--- src/rtl/picorv32_irq_timer_ctrl.sv ---
// picorv32_irq_timer_ctrl: Wishbone-mapped reloadable timer and edge-triggered
// interrupt controller driving the picorv32 irq vector.
module picorv32_irq_timer_ctrl #(
    parameter int N_EXT         = 4,
    parameter int TIMER_IRQ_BIT = 4,
    parameter int EXT_IRQ_BASE  = 8
) (
    input  logic             clk_i,
    input  logic             rst_n_i,
    input  logic             wb_cyc_i,
    input  logic             wb_stb_i,
    input  logic             wb_we_i,
    input  logic [2:0]       wb_adr_i,
    input  logic [3:0]       wb_sel_i,
    input  logic [31:0]      wb_dat_i,
    output logic [31:0]      wb_dat_o,
    output logic             wb_ack_o,
    input  logic [N_EXT-1:0] ext_irq_i,
    output logic [31:0]      irq_o,
    output logic             timer_tick_o
);

    logic             r_ack;
    logic [31:0]      r_dat;
    logic             r_en;
    logic             r_ar;
    logic [31:0]      r_reload;
    logic [31:0]      r_count;
    logic [31:0]      r_pend;
    logic [31:0]      r_mask;
    logic [31:0]      r_irq;
    logic             r_tick;
    logic [N_EXT-1:0] r_sync1;
    logic [N_EXT-1:0] r_sync2;
    logic [N_EXT-1:0] r_prev;

    logic             w_req;
    logic             w_wr_ctrl;
    logic             w_wr_reload;
    logic             w_wr_pend;
    logic             w_wr_mask;
    logic             w_expire;
    logic [31:0]      w_lane;
    logic [31:0]      w_reload_new;
    logic [31:0]      w_mask_new;
    logic [31:0]      w_w1c;
    logic [31:0]      w_set;
    logic [31:0]      w_rdata;
    logic [N_EXT-1:0] w_rise;

    assign w_req       = wb_cyc_i & wb_stb_i & ~r_ack;
    assign w_wr_ctrl   = w_req & wb_we_i & (wb_adr_i == 3'd0);
    assign w_wr_reload = w_req & wb_we_i & (wb_adr_i == 3'd1);
    assign w_wr_pend   = w_req & wb_we_i & (wb_adr_i == 3'd3);
    assign w_wr_mask   = w_req & wb_we_i & (wb_adr_i == 3'd4);

    assign w_lane = {{8{wb_sel_i[3]}}, {8{wb_sel_i[2]}},
                     {8{wb_sel_i[1]}}, {8{wb_sel_i[0]}}};
    assign w_reload_new = (r_reload & ~w_lane) | (wb_dat_i & w_lane);
    assign w_mask_new   = (r_mask & ~w_lane) | (wb_dat_i & w_lane);
    assign w_w1c        = w_wr_pend ? (wb_dat_i & w_lane) : 32'd0;

    assign w_expire = r_en & (r_count == 32'd0);
    assign w_rise   = r_sync2 & ~r_prev;

    always_comb begin
        w_set = '0;
        w_set[TIMER_IRQ_BIT] = w_expire;
        for (int i = 0; i < N_EXT; i++) begin
            w_set[EXT_IRQ_BASE + i] = w_rise[i];
        end
    end

    always_comb begin
        w_rdata = '0;
        case (wb_adr_i)
            3'd0:    w_rdata = {30'd0, r_ar, r_en};
            3'd1:    w_rdata = r_reload;
            3'd2:    w_rdata = r_count;
            3'd3:    w_rdata = r_pend;
            3'd4:    w_rdata = r_mask;
            default: w_rdata = '0;
        endcase
    end

    always_ff @(posedge clk_i or negedge rst_n_i) begin
        if (!rst_n_i) begin
            r_ack   <= 1'b0;
            r_dat   <= '0;
            r_sync1 <= '0;
            r_sync2 <= '0;
            r_prev  <= '0;
            r_pend  <= '0;
            r_mask  <= '0;
            r_irq   <= '0;
        end else begin
            r_ack   <= w_req;
            r_dat   <= (w_req && !wb_we_i) ? w_rdata : 32'd0;
            r_sync1 <= ext_irq_i;
            r_sync2 <= r_sync1;
            r_prev  <= r_sync2;
            // set sources override a simultaneous write-1-to-clear
            r_pend  <= (r_pend & ~w_w1c) | w_set;
            r_irq   <= r_pend & r_mask;
            if (w_wr_mask) r_mask <= w_mask_new;
        end
    end

    always_ff @(posedge clk_i or negedge rst_n_i) begin
        if (!rst_n_i) begin
            r_en     <= 1'b0;
            r_ar     <= 1'b0;
            r_reload <= '0;
            r_count  <= '0;
            r_tick   <= 1'b0;
        end else begin
            r_tick <= w_expire;
            if (w_wr_ctrl && wb_sel_i[0]) begin
                r_en <= wb_dat_i[0];
                r_ar <= wb_dat_i[1];
            end else if (w_expire && !r_ar) begin
                r_en <= 1'b0;
            end
            if (w_wr_reload) r_reload <= w_reload_new;
            if (w_wr_reload) begin
                r_count <= w_reload_new;
            end else if (r_en) begin
                if (r_count == 32'd0) r_count <= r_ar ? r_reload : 32'd0;
                else                  r_count <= r_count - 32'd1;
            end
        end
    end

    assign wb_ack_o     = r_ack;
    assign wb_dat_o     = r_dat;
    assign irq_o        = r_irq;
    assign timer_tick_o = r_tick;

endmodule

--- config.mk ---
export PLATFORM = sky130hd
export DESIGN_NAME = picorv32_irq_timer_ctrl
export DESIGN_NICKNAME = d
export VERILOG_FILES = /design/src/rtl/picorv32_irq_timer_ctrl.sv
export SDC_FILE = /design/constraint.sdc
export NUM_CORES = 1
export LEC_CHECK = 0
export CORE_MARGIN = 1.5
export CORE_UTILIZATION = 56
export DETAILED_ROUTE_END_ITERATION = 10
export PLACE_DENSITY = 0.83
export SETUP_SLACK_MARGIN = 0.05
export SLEW_MARGIN = 25
export SYNTH_ARGS = -nofsm -noshare
export SYNTH_HDL_FRONTEND = slang
export SYNTH_SLANG_ARGS = --single-unit
--- constraint.sdc ---
create_clock -name clk_i -period 3.8 [get_ports clk_i]
set_clock_uncertainty 0.15 [all_clocks]
set_input_delay 0.76 -clock clk_i [delete_from_list [all_inputs] [get_ports clk_i]]
set_output_delay 0.76 -clock clk_i [all_outputs]
set_load 0.03 [all_outputs]
; ---- Yosys cells after proc, flatten, opt, wreduce, memory -nomap -nowiden
; Cells that the tools add are included.
; Widths: inputs -> output; s select.
[totals]
register_bits = 208
latchBits = 0
mem_bits_rw = 0
romBits = 0
in_bits = 48
out_inout_bits = 66
mem_count = 0
[op_classes]
n_addsub = 1
multipliers = 0
div = 0
order_cmp = 0
n_eq_ne = 4
n_shift = 0
muxes = 9
bitwise = 21
reduce_logical = 9
[ops]
columns = op, count
row1 = $mux 32, 6
row2 = $and 32x32->32, 5
row3 = $pmux 32 s5, 1
row4 = $not 32->32, 2
row5 = $or 32x32->32, 2
row6 = $logic_not 32->1, 1
row7 = $or 32x12->32, 1
row8 = $sub 32x1->32 const B, 1
row9 = $and 1x1->1, 8
row10 = $eq 3x2->1 const B, 2
row11 = $and 4x4->4, 1
row12 = $not 4->4, 1
row13 = $reduce_bool 2->1, 2
row14 = $eq 3x1->1 const B, 1
row15 = $eq 3x3->1 const B, 1
row16 = $logic_and 1x1->1, 3
row17 = $logic_not 3->1, 1
row18 = $logic_not 1->1, 2
row19 = $mux 1, 2
row20 = $not 1->1, 1

; ---- Longest topological paths before layout
; Gate-level depths: netlist (run 1).
[logic_depth]
word_depth = 8
depth_mapped = 10
depth_no_buf = 8

; ---- Worst setup path after synthesis (run 1)
; OpenSTA, ideal clock, no wires.
[synth_timing]
path_kind = input to register
from = in wb_adr_i[1]
to = reg r_count[12]
t_arrival_ns = 2.729
required_time_ns = 3.515
slack_ns = 0.786
path_stages = 9
cell_sequence = clkbuf_1 -> nor3b_1 -> nand2_1 -> nand2_1 -> clkbuf_1 -> clkbuf_1 -> o31ai_1 -> a22oi_1 -> o21ai_0
[synth_between]
elab_chain_len = 3
[synth_lines]
columns = element, line
row1 = from (decl), 13  ; input logic [2:0] wb_adr_i,
row2 = $eq 3x1->1 (*), 53  ; assign w_wr_reload = w_req & wb_we_i & (wb_adr_i == 3'd1);
row3 = $and 1x1->1 (*), 53
row4 = $mux 32 or $reduce_bool 2->1 (tied branches), -
row5 = to (signal assigned), 126  ; r_count <= w_reload_new;
row6 = to (signal assigned), 128  ; if (r_count == 32'd0) r_count <= r_ar ? r_reload : 32'd0;
row7 = to (signal assigned), 129  ; else r_count <= r_count - 32'd1;
row8 = to (decl), 28  ; logic [31:0] r_count;
; Every way passes the cells marked *; elsewhere a longest branch is shown, timed or not.
; A chain may end at the register's enable or synchronous reset.

; ---- Worst setup path after layout (run 1)
[layout_timing]
from = reg r_count[0]
to = reg r_count[26]
[layout_between]
elab_chain_len = 4
[layout_lines]
columns = element, line
row1 = $sub 32x1->32 or $logic_not 32->1 (tied branches), "129, 128"
row2 = $mux 32 (*), 128
row3 = $mux 32 (*), 127  ; end else if (r_en) begin
row4 = $mux 32 (*), 125  ; if (w_wr_reload) begin
; Every way passes the cells marked *; elsewhere a longest branch is shown, timed or not. The select of a mux whose other input is x is not followed.

==> results of run 1 <==
report_power, final:
group          total, mW  switching [mW]  internal, mW  leakage [nW]
clock network       1.99           0.834          1.15         0.319
registers           2.70           0.279          2.42          2.77
logic              0.853           0.466         0.387          1.94
total               5.54            1.58          3.96          5.03
stage by stage:
step	total power, mW	instances
after floorplan	3.19	861
after global placement	3.52	1167
after detailed placement	3.55	1167
after CTS	5.53	1205
after global routing	5.75	1205
final	5.54	1205
cells in the mapped netlist, drive strengths merged, types with 13 or more instances:
cell | count | area share
nand2 | 97 | 0.041
a22oi | 66 | 0.053
a21oi | 50 | 0.027
mux2 | 45 | 0.054
nand3 | 18 | 0.0097
dfrtp | 208 | 0.56
inv | 13 | 0.0052
and2 | 34 | 0.023
o21ai | 44 | 0.024
clkbuf | 49 | 0.020
nor2 | 32 | 0.013
a21boi | 28 | 0.023
nor3 | 16 | 0.0086
path summary, 6_finish.rpt:
path | startpoint | to | slack (ns) | depth (start not counted)
max reg2reg | r_count[0] | r_count[26] | 0.54 | 8
min reg2reg | r_sync1[0] | r_sync2[0] | 0.20 | 0
max in group asynchronous | rst_n_i | r_pend[20] | 2.44 | 2
min | rst_n_i | r_sync1[1] | 0.18 | 1
min in group clk_i | r_sync1[0] | r_sync2[0] | 0.20 | 0
max | r_count[0] | r_count[26] | 0.54 | 8
kinds of logic (layout without fill, tap and decap cells):
| logic type | count (synthesis) | count (layout) | share of synthesized area |
|---|---|---|---|
| adders and majority gates | 2 | 2 | 0.00269 |
| AOI/OAI and AO/OA | 270 | 270 | 0.199 |
| and+or+nand+nor | 260 | 260 | 0.145 |
| buffers and inverters | 66 | 194 | 0.0296 |
| muxes | 54 | 54 | 0.0641 |
| DFF | 208 | 208 | 0.559 |
| xor gates and xnor gates | 1 | 1 | 0.000941 |
layer usage:
layer | global-route usage | share of wire
met4 | 0.103 | 0.026
met1 | 0.391 | 0.42
met3 | 0.0454 | 0.088
met2 | 0.458 | 0.47
met5 | 0 | 0
cell type report:
type | count | area share
repair buffers | 143 | 0.120
clock buffers | 31 | 0.0520
well taps | 216 | 0.0237
multi-input cells | 587 | 0.337
inverters | 13 | 0.00428
flip-flops and latches | 208 | 0.456
clock inverters | 7 | 0.00603
==> results.md, run 1 <==
- Status: finished, final reports clean
- Antenna-violating nets left: 0
- Critical path startpoint category: flop
- H-tree depth: 1
- Chip Width: 132 µm
- Fraction of registers with async set or reset after synthesis: 1.00
- DR pass1 iterations: 5
- Core area: 16,100 µm²
- Final std cell area, no fill: 11,400 µm²
- CP bufs+invs: 1
- # IOs: ~110
- Worst min path class: in -> async
- Cell Rows: 46
- First DRT Iteration DRCs: 873
- Starting Density: 0.580
- Largest net degree at the start of global routing: 99
- Fin crit share: 0.858
- Worst slew margin: 0.298
- Clock tree sinks: 208
- Post-synthesis cell type count: 69
- Final worst slack: 0.541 ns
- Final GP Congestion: 0.957
- Hold_buf cts: 0
- Area Growth Syn to Fin: 22.5%
- Slew @ Worst Pin: 1.05 ns
- Syn_area_per_cell: ~11 µm²
- Power density cells: 486 nW/µm²
- Vias: slightly below 8,000
- Max Cap Viol: 0
- Seq cells post-synth: about 210
- Remaining global-route overflow: 0
- CTS tree: built
- CP Capture Type: flop
- Via density: 6.43
- Post-DP Area: 10,700 µm²
- Slowest stage cell, crit path: nor4b_1
- IO Port Bufs: ~110
- Combined area of the multi-input logic cells: 3850 µm²
- Min Hold Slack: 0.176 ns
- FMAX: between 300 and 400 MHz
- Clock transition at the registers of the reported paths: 0.06 ns
- Min Clock Period, post-route: approximately 3.3 ns
- Fraction of layout cells with a size suffix above 1: 0.125
- Seq/Total Area, Yosys: 0.559
- Nets@finish: 1,024
- Vias in the first global route: between 7,000 and 8,000
- Dpl ws: approximately 0.24 ns
- Die Y: 132 µm
- Die ar.: 17,400 µm²
- CP top delay family: simple AND/OR/NAND/NOR gates
- Dominant synthesized flop cell: dfrtp_1
- Critical Path RT: ~4 ns
- Initial antenna violation count: 0
- Most common cell after layout, fill and taps aside: dfrtp_1
- Antenna Cells: 0
- Crit path kind: reg -> reg
- Final setup fails: 0
- Most frequent cells in the layout: dfrtp_1, clkdlybuf4s50_1, nand2_1
- Final HPWL DP: 16,100 µm
- Setup TNS: 0 ns
- Clk_lat worst skew: 0.50 ns
- Final core occ: 0.710
- CTS max path bufs: 3
- DRC: 0
- Mapped Area: 9310 µm²
- All-Layer GR Usage: 0.284
- Leakage: 5.03 nW
- CP max FO: 6
- RSZ-0062 raised after global routing: no
- Per-cell routed wire length: 20.5 µm
- Maximum vdd drop: 0.306 mV
- Register area: 5200 µm²
- CP max stage delay: 0.76 ns
- CP Data Arrival Time: roughly 3.5 ns
- Crit-path cells: inv_1 > ha_1 > nor4b_1 > nand3_1 > nor4_1 > nand2_1 > a221oi_1 > nor3_1
- First-pass GRT wire length: 40,000 µm
- Clk root buf: clkbuf_16
- Final WL: 24,700 µm
- Synth Instances: 861
- Setup Fix Bufs, Post-CTS: 0
- Max Slew Vio Count: 0
- TritonCTS Buffers: 21
- Number of synthesized flops with an enable pin: 0
- Synthesized Nets: about 910
- Ys Warns: 0
- # fillers: 1,127
- Hold Violations, Final: 0
- PostCTS Resize Cnt: 0
(Power assumes the default switching activity.)
==> run 2, diff against run 1 <==
--- a/config.mk
+++ b/config.mk
@@ -5,11 +5,13 @@
 export SDC_FILE = /design/constraint.sdc
 export NUM_CORES = 1
 export LEC_CHECK = 0
+export ABC_AREA = 1
 export CORE_MARGIN = 1.5
 export CORE_UTILIZATION = 56
 export DETAILED_ROUTE_END_ITERATION = 10
 export PLACE_DENSITY = 0.83
 export SETUP_SLACK_MARGIN = 0.05
+export SKIP_LAST_GASP = 1
 export SLEW_MARGIN = 25
 export SYNTH_ARGS = -nofsm -noshare
 export SYNTH_HDL_FRONTEND = slang
==> run 2 against run 1 <==
First-iteration DRC count is 6.4% higher. Routed wire length increased by 1.6%. Register-to-register slack improved by 0.68 ns. Largest power group unchanged. Die area rose by 6.7%. Setup slack better by 0.56 ns. Combinational power grew 59%. Power rose by 17%. Critical endpoint is now r_count[25]. Count of clock-buffer cells in the layout did not move. Global-route usage down 0.69 points. Largest cell class unchanged. Flip-flop and latch count is the same.
==> results.md, run 2 <==
- Per-cell routed wire length: 16.5 µm (-20%)
- Critical Path RT: 4.08 ns (+0.06 ns)
- CP max FO: 84 (+78)
- Final WL: 25,100 µm (+1.6%)
- Final std cell area, no fill: 12,100 µm² (+5.8%)
- Setup Fix Bufs, Post-CTS: 0 (unchanged)
- Most frequent cells in the layout: nand2_1, dfrtp_1, inv_1
- Maximum vdd drop: 0.388 mV (+27%)
- Slew @ Worst Pin: 0.780 ns (-0.270 ns)
- Initial antenna violation count: 0 (unchanged)
- CP Data Arrival Time: 2.97 ns (-0.51 ns)
- Seq cells post-synth: 208 (unchanged)
- RSZ-0062 raised after global routing: no
- Fraction of registers with async set or reset after synthesis: 1.00 (unchanged)
- Seq/Total Area, Yosys: 0.523 (-0.0361)
- Hold_buf cts: 0 (unchanged)
- DRC: 0 (unchanged)
- Met1 Usage GRT: 0.382 (-0.00813)
- Synthesized Nets: 1,232 (+35%)
- Min Clock Period, post-route: 2.70 ns (-0.564 ns)
- Via density: 5.62 (-13%)
- Setup TNS: 0 ns (unchanged)
- Antenna-violating nets left: 0 (unchanged)
- Met3 Resource Use GR: 0.0317 (-0.0137)
- Vias: 8,572 (+11%)
- CP top delay family: buffers and inverters
- Final HPWL DP: 16,600 µm (+3.0%)
- Area leader, netlist: dfrtp_1
- CTS max path bufs: 3 (unchanged)
- Synth area leaders: dfrtp_1, nand2_1, inv_1
- RR Endpoint: r_count[20]
- CP Capture Type: flop
- Max Cap Viol: 0 (unchanged)
- Critical path startpoint category: primary input
- R2r startpoint: r_count[0]
- PostCTS Resize Cnt: 0 (unchanged)
- H-tree depth: 1 (unchanged)
- Max Slew Vio Count: 0 (unchanged)
- Crit-path cells: clkdlybuf4s50_1 > nand4_1 > nor2_4 > buf_4 > nand2_1 > nand2_1 > inv_1 > nand2_1 > inv_1 > a21oi_1
- Slowest stage cell, crit path: buf_4
- Syn_area_per_cell: 8.42 µm² (-22%)
- Commonest cells post-synth: nand2_1, dfrtp_1, inv_1, nor2_1, o21ai_0
- DR pass1 iterations: 5 (unchanged)
- Most frequent CP cell: nand2_1
- Number of synthesized flops with an enable pin: 0 (unchanged)
- Crit path kind: in -> reg
- Reg-to-reg slack, setup: 1.22 ns (+0.68 ns)
- Remaining global-route overflow: 0 (unchanged)
- GRT Max-Usage Layer: met2
- Final setup fails: 0 (unchanged)
- Fin crit share: 0.709 (-0.148)
- Final GP Congestion: 0.944 (-1.3%)
- Die ar.: 18,600 µm² (+6.7%)
- Worst min path class: in -> async
- Vias in the first global route: 8,273 (+8.3%)
- GR Util met2: 0.472 (+0.0138)
- First-pass GRT wire length: 41,000 µm (+2.6%)
- CP max stage delay: 0.62 ns (-0.14 ns)
- Die Y: 136 µm (+3.3%)
- IO Port Bufs: 113 (unchanged)
- Hold Violations, Final: 0 (unchanged)
- Most common cell after layout, fill and taps aside: nand2_1
- Post-DP Area: 11,300 µm² (+5.0%)
- Clock transition at the registers of the reported paths: 0.06 ns (about the same)
- Clk_lat worst skew: 0.50 ns (about the same)
- Antenna Cells: 0 (unchanged)
- Starting Density: 0.574 (-0.00634)
- FMAX: 371 MHz (+21%)
- Power density cells: 536 nW/µm² (+10%)
- # IOs: 114 (unchanged)
- Core area: 17,400 µm² (+8.1%)
- Nets@finish: 1,333 (+30%)
- First DRT Iteration DRCs: 929 (+6.4%)
- Dominant synthesized flop cell: dfrtp_1
- Most frequent cell after synthesis: nand2_1
- Area Growth Syn to Fin: 21.2%
- Post-synthesis cell type count: 38 (-45%)
- Cell Rows: 48 (+4.3%)
- Leakage: 5.99 nW (+19%)
- Clock tree sinks: 208 (unchanged)
- Chip Width: 136 µm (+3.3%)
- Mapped Area: 9950 µm² (+6.9%)
- Fraction of layout cells with a size suffix above 1: 0.0908 (-0.0345)
- R2r worst-path depth: 11 (+3)
- All-Layer GR Usage: 0.277 (-0.00689)
- Top cell type's share of synthesized area: 0.523 (-0.0361)
- CP bufs+invs: 4 (+3)
- Largest net degree at the start of global routing: 89 (-10%)
- Ys Warns: 0 (unchanged)
- Worst slew margin: 0.480 (+0.182)
- Clk root buf: clkbuf_16
- TritonCTS Buffers: 22 (+4.8%)
- Status: finished, final reports clean
- Synth Instances: 1,182 (+37%)
- CTS tree: built
==> run 2: cell types whose count changed in the layout (fill, tap and decap cells not counted), sizes merged, moves of 24 or more <==
cell	change
nand2	+176
inv	+154
nor2	+126
a22oi	-66
o21ai	+51
nand3	+36
and2	-34
a21oi	-32
o22ai	+29
a21boi	-28
a221oi	+25
o21a	+24
==> run 2: per-stage QoR <==
stage                     hold WS (ns)  worst slack (ns)   util  cells  power [mW]
after floorplan                  0.181              1.71      -   1182        3.73
after global placement           0.183             0.839  0.650   1484        4.14
after detailed placement         0.186             0.662  0.650   1484        4.19
after CTS                        0.195              1.15  0.695   1524        6.48
after global routing             0.208             0.924  0.695   1524        6.81
final                            0.175              1.10  0.695   1524        6.46
==> run 2: worst register-to-register path, stage by stage, from the launching register on <==
cell and delay [ns]:
dfrtp_1 0.36, inv_1 0.17, ha_1 0.26, nand2_1 0.12, nor2_2 0.52, nand2_1 0.30
inv_1 0.19, nand3_1 0.08, nand3_1 0.10, o21ai_0 0.11, nand2_1 0.07, nand2_1 0.05
==> run 2: cell families after synthesis <==
| logic type | synth area share |
|---|---|
| AOI/OAI and AO/OA | 0.127 |
| adders and majority gates | 0.00251 |
| and+or+nand+nor | 0.219 |
| xor gates and xnor gates | 0.00792 |
| buffers and inverters | 0.0871 |
| muxes | 0.0339 |
| DFF | 0.523 |
==> run 2: final cells by class <==
| class | count | area [µm²] |
|---|---|---|
| Clock inverter | 9 | 126 |
| Multi-Input combinational cell | 757 | 3890 |
| Inverter | 168 | 633 |
| Sequential cell | 208 | 5200 |
| Tap cell | 225 | 282 |
| Timing Repair Buffer | 126 | 1270 |
| Clock buffer | 31 | 656 |
| Fill cell | 1375 | 5300 |
==> run 2: how the worst max path moves through the flow <==
stage                      startpoint          end  slack [ns]  cells past startpoint
after detailed placement      wb_we_i  r_count[25]        0.66                     10
after floorplan           wb_adr_i[2]  r_count[10]        1.71                      9
final                         wb_we_i  r_count[25]        1.10                     10
after global placement        wb_we_i    r_pend[9]        0.84                      6
after global routing          wb_we_i  r_count[25]        0.92                     10
after CTS                     wb_we_i  r_count[25]        1.15                     10
==> run 2: layer usage <==
metal / vias up / wire length, µm
met1: 4139 / 10700
met3: 38 / 1720
li1: 4026 / -
met2: 369 / 12300
met5: - / 0
met4: 0 / 342
==> run 2: report_power, final <==
group          switching [mW]  total, mW  internal (mW)
combinational           0.853       1.36          0.512
sequential              0.297       2.83           2.53
clock                   0.863       2.27           1.41
==> run 3, diff against run 2 <==
==> constraint.sdc (replaced) <==
create_clock -name clk_i -period 2.6 [get_ports clk_i]
set_clock_uncertainty 0.15 [all_clocks]
set_input_delay 0.52 -clock clk_i [delete_from_list [all_inputs] [get_ports clk_i]]
set_output_delay 0.52 -clock clk_i [all_outputs]
set_load 0.03 [all_outputs]
==> run 3 against run 2 <==
Power up 50%. Critical path depth shrank 1. Die area unchanged. Clock power up 56%. Final cell count rose by 1.6%. Sequential share of layout area decreased by 1.1 points. Count of clock-buffer cells in the layout stayed put. Utilization up 1.8 points. Combinational power grew 51%. Non-clock buffer count up 26. Critical path type unchanged. Critical endpoint is now wb_dat_o[1].
==> results.md, run 3 (same netlist as run 2, synthesis figures left out) <==
- CP max FO: 17 (-80%)
- Final core occ: 0.713 (+0.0184)
- Reg-to-reg slack, setup: 0.42 ns (-0.80 ns)
- Setup TNS: 0 ns (unchanged)
- Leakage: 6.16 nW (+2.8%)
- CTS tree: built
- Final setup fails: 0 (unchanged)
- Chip Width: 136 µm (unchanged)
- Critical path startpoint category: primary input
- Die Y: 136 µm (unchanged)
- CP Data Arrival Time: 2.60 ns (-0.37 ns)
- # fillers: 1,359 (-1.2%)
- Critical path destination: wb_dat_o[1]
- Most common cell after layout, fill and taps aside: nand2_1
- Power density cells: 783 nW/µm² (+46%)
- Per-cell routed wire length: 16.3 µm (-1.1%)
- Vias in the first global route: 8,283 (+0.12%)
- Final GP Congestion: 0.954 (+1.0%)
- Worst setup path start: wb_adr_i[0]
- H-tree depth: 1 (unchanged)
- First DRT Iteration DRCs: 783 (-16%)
- PostCTS Resize Cnt: 0 (unchanged)
- # IOs: 114 (unchanged)
- R2r startpoint: r_count[1]
- Clock tree sinks: 208 (unchanged)
- Area Growth Syn to Fin: 24.4%
- R2r worst-path depth: 9 (-2)
- Largest net degree at the start of global routing: 85 (-4.5%)
- Vias: 8,595 (+0.27%)
- Critical Path RT: 2.89 ns (-1.19 ns)
- Antenna-violating nets left: 0 (unchanged)
- Antenna Cells: 0 (unchanged)
- RSZ-0062 raised after global routing: no
- Max Slew Vio Count: 0 (unchanged)
- Fraction of layout cells with a size suffix above 1: 0.106 (+0.0157)
- Clk root buf: clkbuf_16
- FMAX: between 400 and 500 MHz
- All-Layer GR Usage: 0.278 (+0.00157)
- CTS max path bufs: 3 (unchanged)
- Initial antenna violation count: 0 (unchanged)
- IO Port Bufs: 113 (unchanged)
- Dpl ws: -0.200 ns (-0.863 ns)
- Final worst slack: 0.286 ns (-0.818 ns)
- Min Clock Period, post-route: 2.31 ns
- DR pass1 iterations: 8 (+3)
- First-pass GRT wire length: 41,400 µm (+0.84%)
- Worst min path class: reg -> reg
- Max Cap Viol: 0 (unchanged)
- Core area: 17,400 µm² (unchanged)
- Hold Violations, Final: 0 (unchanged)
- Clock transition at the registers of the reported paths: 0.06 ns (about the same)
- Maximum vdd drop: 0.497 mV (+28%)
- CP Capture Type: flop
- Worst slew margin: 0.333 (-0.147)
- Setup Fix Bufs, Post-CTS: 0 (unchanged)
- Die ar.: 18,600 µm² (unchanged)
- Status: finished, final reports clean
- Slew @ Worst Pin: 0.999 ns (+0.219 ns)
- RR Endpoint: r_count[30]
- Clk_lat worst skew: 0.51 ns (about the same)
- Starting Density: 0.574 (unchanged)
- DRC: 0 (unchanged)
- Nets@finish: 1,359 (+2.0%)
- Hold_buf cts: 1 (+1)
- TritonCTS Buffers: 22 (unchanged)
- Via density: 5.55 (-1.3%)
- Remaining global-route overflow: 0 (unchanged)
- Cell Rows: 48 (unchanged)
- Final HPWL DP: 17,100 µm (+3.0%)
- Most frequent cells in the layout: nand2_1, dfrtp_1, inv_1
- Fin crit share: 0.890
- Final WL: 25,200 µm (+0.55%)
- Crit path kind: in -> reg
==> run 3: worst min-delay path by stage <==
| stage | from | endpoint | cells past startpoint |
|---|---|---|---|
| floorplan | rst_n_i | asynchronous set/reset pin | 0 |
| global placement | r_sync1[2] | r_sync2[2] | 0 |
| detailed placement | r_sync1[1] | r_sync2[1] | 0 |
| CTS | r_sync1[1] | r_sync2[1] | 0 |
| global route | r_sync1[2] | r_sync2[2] | 0 |
| finish | r_sync1[1] | r_sync2[1] | 0 |
==> run 3: layout make-up <==
cell class	instances	area, µm²	share of cell area
Sequential cell	208	5200	0.420
Multi-Input combinational cell	757	3890	0.314
Timing Repair Buffer	152	1540	0.125
Clock buffer	31	656	0.0530
Inverter	168	633	0.0511
Tap cell	225	282	0.0227
Clock inverter	8	173	0.0139
==> run 3: where the power goes <==
part           internal, mW  switching (mW)  total (mW)
combinational         0.786            1.26        2.05
clock                  2.25            1.28        3.53
sequential             3.70           0.422        4.12
==> run 3: per-layer routing <==
layer | part of all wire | vias to the layer above | wire length (µm) | global-route usage
met2 | 0.48 | 318 | 12100 | 0.463
met1 | 0.44 | 4165 | 11000 | 0.385
met3 | 0.064 | 44 | 1630 | 0.0399
li1 | - | 4068 | - | -
met5 | 0 | - | 0 | 0
met4 | 0.019 | 0 | 467 | 0.0709
==> run 3: critical path, stage by stage <==
cell	delay [ns]
clkdlybuf4s50_1	0.48
nor2_1	0.18
inv_1	0.09
nor2_2	0.76
buf_12	0.25
nand2_1	0.06
o21ai_0	0.08
a211oi_1	0.08
nor2_1	0.09
==> run 3: stage by stage <==
stage                     area [µm²]  cells  hold slack, ns  power, mW
after floorplan                 9950   1182          0.0744       5.46
after global placement         11500   1509           0.184       6.07
after detailed placement       11500   1509           0.185       6.17
after CTS                      12400   1549           0.198       9.72
after global routing           12400   1549           0.208       10.2
final                          12400   1549           0.196       9.70
